[config.mk]
export PLATFORM = sky130hd
export DESIGN_NAME = exe_muldiv_unit
export DESIGN_NICKNAME = d
export VERILOG_FILES = /design/src/rtl/exe_muldiv_unit.sv
export SDC_FILE = /design/constraint.sdc
export NUM_CORES = 2
export LEC_CHECK = 0
export ABC_AREA = 1
export CAP_MARGIN = 30
export CELL_PAD_IN_SITES_DETAIL_PLACEMENT = 0
export CELL_PAD_IN_SITES_GLOBAL_PLACEMENT = 1
export CORE_UTILIZATION = 50
export CTS_CLUSTER_DIAMETER = 30
export DETAILED_ROUTE_END_ITERATION = 8
export DONT_BUFFER_PORTS = 1
export HOLD_SLACK_MARGIN = 0.02
export PLACE_DENSITY_LB_ADDON = 0.1
export SYNTH_ARGS = -nofsm -noshare
export SYNTH_HDL_FRONTEND = slang
export SYNTH_SLANG_ARGS = --single-unit
[constraint.sdc]
create_clock -name clk -period 23.6 [get_ports clk]
set_input_delay 4.72 -clock clk [delete_from_list [all_inputs] [get_ports clk]]
set_output_delay 4.72 -clock clk [all_outputs]
set_load 0.005 [all_outputs]
[src/rtl/exe_muldiv_unit.sv]
// Multi-cycle MULT/MULTU/DIV/DIVU unit for the MIPS EXE stage.
// Results land in HI/LO; busy stalls the pipeline and flush aborts the operation in flight.
module exe_muldiv_unit #(
    parameter int DATA_W     = 32,
    parameter int MUL_STAGES = 2
) (
    input  logic              clk,
    input  logic              rst,
    input  logic              start,
    input  logic [1:0]        op,
    input  logic [DATA_W-1:0] src1,
    input  logic [DATA_W-1:0] src2,
    input  logic              flush,
    output logic              busy,
    output logic              done,
    output logic [DATA_W-1:0] hi,
    output logic [DATA_W-1:0] lo,
    output logic              div_by_zero
);
    localparam int CW = $clog2(DATA_W + 1);

    typedef enum logic [2:0] {
        S_IDLE, S_MUL, S_DIV_INIT, S_DIV_ITER, S_DIV_FIX, S_DONE
    } state_t;

    state_t              state;
    logic [CW-1:0]       cnt;
    logic                sgn;
    logic [DATA_W-1:0]   opa, opb;
    logic [DATA_W-1:0]   rem, quo, dvs;
    logic                neg_q, neg_r, dz;

    logic [2*DATA_W-1:0] wa, wb, prod;
    logic [DATA_W-1:0]   abs1, abs2;
    logic [DATA_W:0]     shifted, diff;
    logic [DATA_W-1:0]   q_out, r_out;

    // Sign- or zero-extended operands make the low 2*DATA_W product bits correct for both MULT and MULTU.
    always_comb begin
        wa      = {{DATA_W{sgn & opa[DATA_W-1]}}, opa};
        wb      = {{DATA_W{sgn & opb[DATA_W-1]}}, opb};
        prod    = wa * wb;
        abs1    = (sgn && opa[DATA_W-1]) ? -opa : opa;
        abs2    = (sgn && opb[DATA_W-1]) ? -opb : opb;
        shifted = {rem, quo[DATA_W-1]};
        diff    = shifted - {1'b0, dvs};
        q_out   = neg_q ? -quo : quo;
        r_out   = neg_r ? -rem : rem;
    end

    always_ff @(posedge clk or posedge rst) begin
        if (rst) begin
            state       <= S_IDLE;
            busy        <= 1'b0;
            done        <= 1'b0;
            div_by_zero <= 1'b0;
            hi          <= '0;
            lo          <= '0;
            cnt         <= '0;
            sgn         <= 1'b0;
            opa         <= '0;
            opb         <= '0;
            rem         <= '0;
            quo         <= '0;
            dvs         <= '0;
            neg_q       <= 1'b0;
            neg_r       <= 1'b0;
            dz          <= 1'b0;
        end else begin
            done        <= 1'b0;
            div_by_zero <= 1'b0;
            if (busy && flush) begin
                state <= S_IDLE;
                busy  <= 1'b0;
            end else begin
                case (state)
                    S_IDLE, S_DONE: begin
                        if (start && !flush) begin
                            opa   <= src1;
                            opb   <= src2;
                            sgn   <= ~op[0];
                            cnt   <= CW'(MUL_STAGES - 1);
                            busy  <= 1'b1;
                            state <= op[1] ? S_DIV_INIT : S_MUL;
                        end else begin
                            busy  <= 1'b0;
                            state <= S_IDLE;
                        end
                    end
                    S_MUL: begin
                        if (cnt == '0) begin
                            hi    <= prod[2*DATA_W-1:DATA_W];
                            lo    <= prod[DATA_W-1:0];
                            done  <= 1'b1;
                            busy  <= 1'b0;
                            state <= S_DONE;
                        end else begin
                            cnt <= cnt - 1'b1;
                        end
                    end
                    S_DIV_INIT: begin
                        rem   <= '0;
                        quo   <= abs1;
                        dvs   <= abs2;
                        neg_q <= sgn & (opa[DATA_W-1] ^ opb[DATA_W-1]);
                        neg_r <= sgn & opa[DATA_W-1];
                        dz    <= (opb == '0);
                        cnt   <= CW'(DATA_W);
                        // A zero divisor skips the iterations; the fix-up edge then reports it.
                        state <= (opb == '0) ? S_DIV_FIX : S_DIV_ITER;
                    end
                    S_DIV_ITER: begin
                        if (!diff[DATA_W]) begin
                            rem <= diff[DATA_W-1:0];
                            quo <= {quo[DATA_W-2:0], 1'b1};
                        end else begin
                            rem <= shifted[DATA_W-1:0];
                            quo <= {quo[DATA_W-2:0], 1'b0};
                        end
                        cnt <= cnt - 1'b1;
                        if (cnt == CW'(1))
                            state <= S_DIV_FIX;
                    end
                    S_DIV_FIX: begin
                        if (dz) begin
                            hi <= opa;
                            lo <= '1;
                        end else begin
                            hi <= r_out;
                            lo <= q_out;
                        end
                        div_by_zero <= dz;
                        done        <= 1'b1;
                        busy        <= 1'b0;
                        state       <= S_DONE;
                    end
                    default: begin
                        busy  <= 1'b0;
                        state <= S_IDLE;
                    end
                endcase
            end
        end
    end
endmodule

==> reports/results.md <==
Run status
* **outcome** completed

Drt
* **detailed-route via count** 47,600
* **via-per-instance ratio** 5.45
* **Detailed Routing Iterations Pass 1** 6
* **Post-Route WL** 200,000 µm
* **number of antenna-violating nets in the routed design** 0
* **number of DRC violations after detailed-routing iteration 0** 3,675
* **mean routed wirelength per cell** 22.9 µm
* **remaining routing DRC violations** 0

Cells and area
* **most used cells in the layout excluding fill and tap cells** 1,934 x sky130_fd_sc_hd__nand2_1, 1,863 x sky130_fd_sc_hd__inv_1, 1,126 x sky130_fd_sc_hd__fa_1
* **final layout net count** 8,642
* **fraction of final layout cells with drive strength greater than 1** 3.62%
* **leading cell type in the layout, fill and taps excluded** sky130_fd_sc_hd__nand2_1
* **Layout Cells excl Fill** 8,729
* **Layout Area Growth over Synthesis** 5.48%

Clock tree
* **CTS tree** yes
* **number of instances resized during post-cts repair** 0
* **clock insertion delay at the later pin of the skew report** 630 ps
* **Clock H-tree levels** 2
* **maximum number of buffers from clock root to sink** 3
* **total clock sinks** 240
* **number of buffers inserted during clock tree synthesis** 53
* **clock transition time at the flip-flop clock pins of the worst setup and hold paths** 50 ps
* **Hold-fix buffers, CTS** 0
* **number of buffers added for setup after CTS** 0
* **clock root buffer master** sky130_fd_sc_hd__clkbuf_16

GRT
* **pin count of the biggest net entering global routing** 76
* **first-pass GRT wire length** 307,000 µm
* **number of global-route vias before repair** 50,200
* **total global routing overflow** 0
* **antenna violations before repair** 6
* **Global Route Usage Sum** 36.6%

STA
* **slew at the pin with the worst max-slew slack** 1070 ps
* **Max Slew Vio Count** 0
* **FMAX** 108 MHz
* **Worst Clk Skew** 31.8 ps
* **endpoints failing setup** 0
* **relative slew slack** 28.1%
* **RSZ-0062 raised after global routing** false
* **final worst path period need** 9220 ps
* **final-report hold violation count** 0
* **setup TNS** 0 ps
* **fin crit share** 39.1%

Place
* **half-perimeter wire length after detailed placement** 163,000 µm
* **cell total after placement** 8,627
* **# port buffers** 0
* **final RePlAce weighted congestion** 1.03

Setup path
* **class of the most critical setup path** flop to flop
* **crit end category** flop
* **Buf+Inv Stages, Crit Path** 8
* **most repeated library cell on the critical path** sky130_fd_sc_hd__fa_1
* **required time at the worst-slack endpoint** 24,120 ps
* **crit-path leading delay family** adder cells
* **cell with the largest stage delay on the worst path** sky130_fd_sc_hd__fa_1
* **type of origin of the critical path** flop
* **biggest cell delay along the critical path** 930 ps
* **maximum fanout encountered on the critical timing path** 35
* **worst endpoint data arrival time** 9740 ps

Logic synthesis
* **syn_area_per_cell** 7.54 µm²
* **top_reg_cell synth** sky130_fd_sc_hd__dfrtp_1
* **Synth Cell Area** 0.0558 mm²
* **number of synthesized register bits** 240
* **count of mapped cells out of synthesis** 7,393
* **Net Count, Synth** 8,841
* **Cell variety after synth** 55
* **number of warnings reported in the yosys synthesis log** 0
* **sequential fraction of the synthesis area** 10.8%
* **number of enable flip-flop cells after synthesis** 0
* **share of flip-flops with an asynchronous set or reset** 100%

Die
* **initial core utilization** 50.4%
* **area of the core region** 0.111 mm²
* **Site Rows** 122
* **Die Outline Area** 0.113 mm²
* **Die Y** 336 µm
* **I/O pin count** 137
* **chip width** 336 µm

Worst hold path
* **worst hold path type** flop to flop

Flow run
* **Max-Cap Viols** 0

## flip-flops by register name, summed over array words and instances, names as in the netlist, 3 cells and up
name and cells:
hi 32, opa 32, lo 32, opb 32, cnt 6, state 3
quo 32, rem 32, dvs 32
## cell type report
type	instances	area, µm²
fill	11000	51800
multi-input combinational	4924	41300
inverter	1877	7050
sequential	240	6010
tap	1488	1860
clock buffer	59	1380
timing repair buffer	98	736
clock inverter	41	499
antenna	2	5.00
## path summary, 6_finish.rpt
kind / from / to / slack (ps) / depth (start not counted)
setup / recovery: opb[8] / hi[23] / 14380 / 26
max in group asynchronous: rst / lo[6] / 17480 / 3
setup reg to reg: opb[8] / hi[23] / 14380 / 26
hold / removal: opa[5] / opa[5] / 490 / 2
min in group asynchronous: rst / dvs[30] / 4010 / 1
hold reg to reg: opa[5] / opa[5] / 490 / 2
## routing by layer
metal	GRT usage [%]	vias to the layer above	share of wire, %
li1	-	21100	-
met1	47.8	24100	41
met2	58.8	1898	46
met3	7.85	479	8.4
met4	15.5	12	4.7
met5	0	-	0.042
## synth_stat cells, types with 2 or more instances
| cell type | n | area share (%) |
|---|---|---|
| sky130_fd_sc_hd__nor2_4 | 4 | 0.081 |
| sky130_fd_sc_hd__nand3b_1 | 20 | 0.27 |
| sky130_fd_sc_hd__o21ai_1 | 22 | 0.20 |
| sky130_fd_sc_hd__a21o_1 | 5 | 0.067 |
| sky130_fd_sc_hd__nor3_2 | 4 | 0.072 |
| sky130_fd_sc_hd__nand2_1 | 1936 | 13 |
| sky130_fd_sc_hd__inv_1 | 1865 | 13 |
| sky130_fd_sc_hd__o211ai_1 | 17 | 0.23 |
| sky130_fd_sc_hd__a211oi_1 | 2 | 0.027 |
| sky130_fd_sc_hd__nand3_1 | 265 | 2.4 |
| sky130_fd_sc_hd__o31ai_1 | 4 | 0.054 |
| sky130_fd_sc_hd__o21bai_1 | 18 | 0.24 |
| sky130_fd_sc_hd__o21ai_0 | 308 | 2.8 |
| sky130_fd_sc_hd__ha_1 | 252 | 5.7 |
| sky130_fd_sc_hd__nor2_2 | 11 | 0.12 |
| sky130_fd_sc_hd__o221ai_1 | 4 | 0.063 |
| sky130_fd_sc_hd__nand2_2 | 7 | 0.079 |
| sky130_fd_sc_hd__buf_1 | 89 | 0.60 |
| sky130_fd_sc_hd__a221oi_1 | 2 | 0.031 |
| sky130_fd_sc_hd__buf_4 | 3 | 0.040 |
| sky130_fd_sc_hd__fa_1 | 1126 | 40 |
| sky130_fd_sc_hd__xnor2_1 | 25 | 0.39 |
| sky130_fd_sc_hd__and3_1 | 2 | 0.022 |
| sky130_fd_sc_hd__inv_2 | 11 | 0.074 |
| sky130_fd_sc_hd__clkbuf_1 | 208 | 1.4 |
| sky130_fd_sc_hd__nand2_4 | 2 | 0.040 |
| sky130_fd_sc_hd__a31oi_1 | 32 | 0.36 |
| sky130_fd_sc_hd__or2_2 | 6 | 0.067 |
| sky130_fd_sc_hd__xor2_1 | 57 | 0.90 |
| sky130_fd_sc_hd__nand4_1 | 40 | 0.45 |
| sky130_fd_sc_hd__nand3_2 | 4 | 0.072 |
| sky130_fd_sc_hd__nand2b_1 | 2 | 0.022 |
| sky130_fd_sc_hd__o21a_1 | 5 | 0.067 |
| sky130_fd_sc_hd__nor3_1 | 36 | 0.32 |
| sky130_fd_sc_hd__o22ai_1 | 6 | 0.067 |
| sky130_fd_sc_hd__nor4_1 | 8 | 0.090 |
| sky130_fd_sc_hd__dfrtp_1 | 240 | 11 |
| sky130_fd_sc_hd__buf_8 | 3 | 0.081 |
| sky130_fd_sc_hd__a21oi_1 | 250 | 2.2 |
| sky130_fd_sc_hd__buf_6 | 4 | 0.081 |
| sky130_fd_sc_hd__nor2_1 | 430 | 2.9 |
| sky130_fd_sc_hd__buf_2 | 45 | 0.40 |
## through the flow
stage | worst slack (ps) | hold slack [ps] | area [µm²] | util, %
2_1_floorplan | 12290 | 449 | 55800 | -
3_3_place_gp | 14390 | 464 | 57000 | 51.5
3_5_place_dp | 14500 | 469 | 57000 | 51.5
4_1_cts | 14450 | 486 | 58800 | 53.2
5_1_grt | 13990 | 505 | 58800 | 53.2
6_report | 14380 | 485 | 58800 | 53.2
## worst register-to-register path, cell delays in order (launching register included)
cell and delay (ps):
sky130_fd_sc_hd__dfrtp_1 310, sky130_fd_sc_hd__buf_4 440, sky130_fd_sc_hd__inv_1 290, sky130_fd_sc_hd__nor2_1 270, sky130_fd_sc_hd__fa_1 450, sky130_fd_sc_hd__inv_1 240, sky130_fd_sc_hd__fa_1 510, sky130_fd_sc_hd__inv_1 200
sky130_fd_sc_hd__fa_1 500, sky130_fd_sc_hd__fa_1 930, sky130_fd_sc_hd__inv_1 500, sky130_fd_sc_hd__fa_1 610, sky130_fd_sc_hd__inv_1 60, sky130_fd_sc_hd__fa_1 530, sky130_fd_sc_hd__inv_1 50, sky130_fd_sc_hd__fa_1 450
sky130_fd_sc_hd__fa_1 490, sky130_fd_sc_hd__inv_1 40, sky130_fd_sc_hd__ha_1 510, sky130_fd_sc_hd__nand2_1 190, sky130_fd_sc_hd__nor2_1 320, sky130_fd_sc_hd__nand2_1 220, sky130_fd_sc_hd__nor3_1 320, sky130_fd_sc_hd__o21ai_0 240
sky130_fd_sc_hd__nand4_1 130, sky130_fd_sc_hd__nand3_1 150, sky130_fd_sc_hd__a21oi_1 200
## cells by family after synthesis
logic type / count (synthesis) / synth area share (%)
XOR/XNOR: 82 / 1.29
adder cells (fa/ha/maj): 1378 / 46.1
flip-flops: 240 / 10.8
AO/OA/AOI/OAI: 682 / 6.54
AND/OR/NAND/NOR: 2782 / 20.1
buffers and inverters: 2229 / 15.2
Power is left out: the tool's default activity adds up to more than one toggle a clock period on the data nets, which glitch-free logic cannot reach.
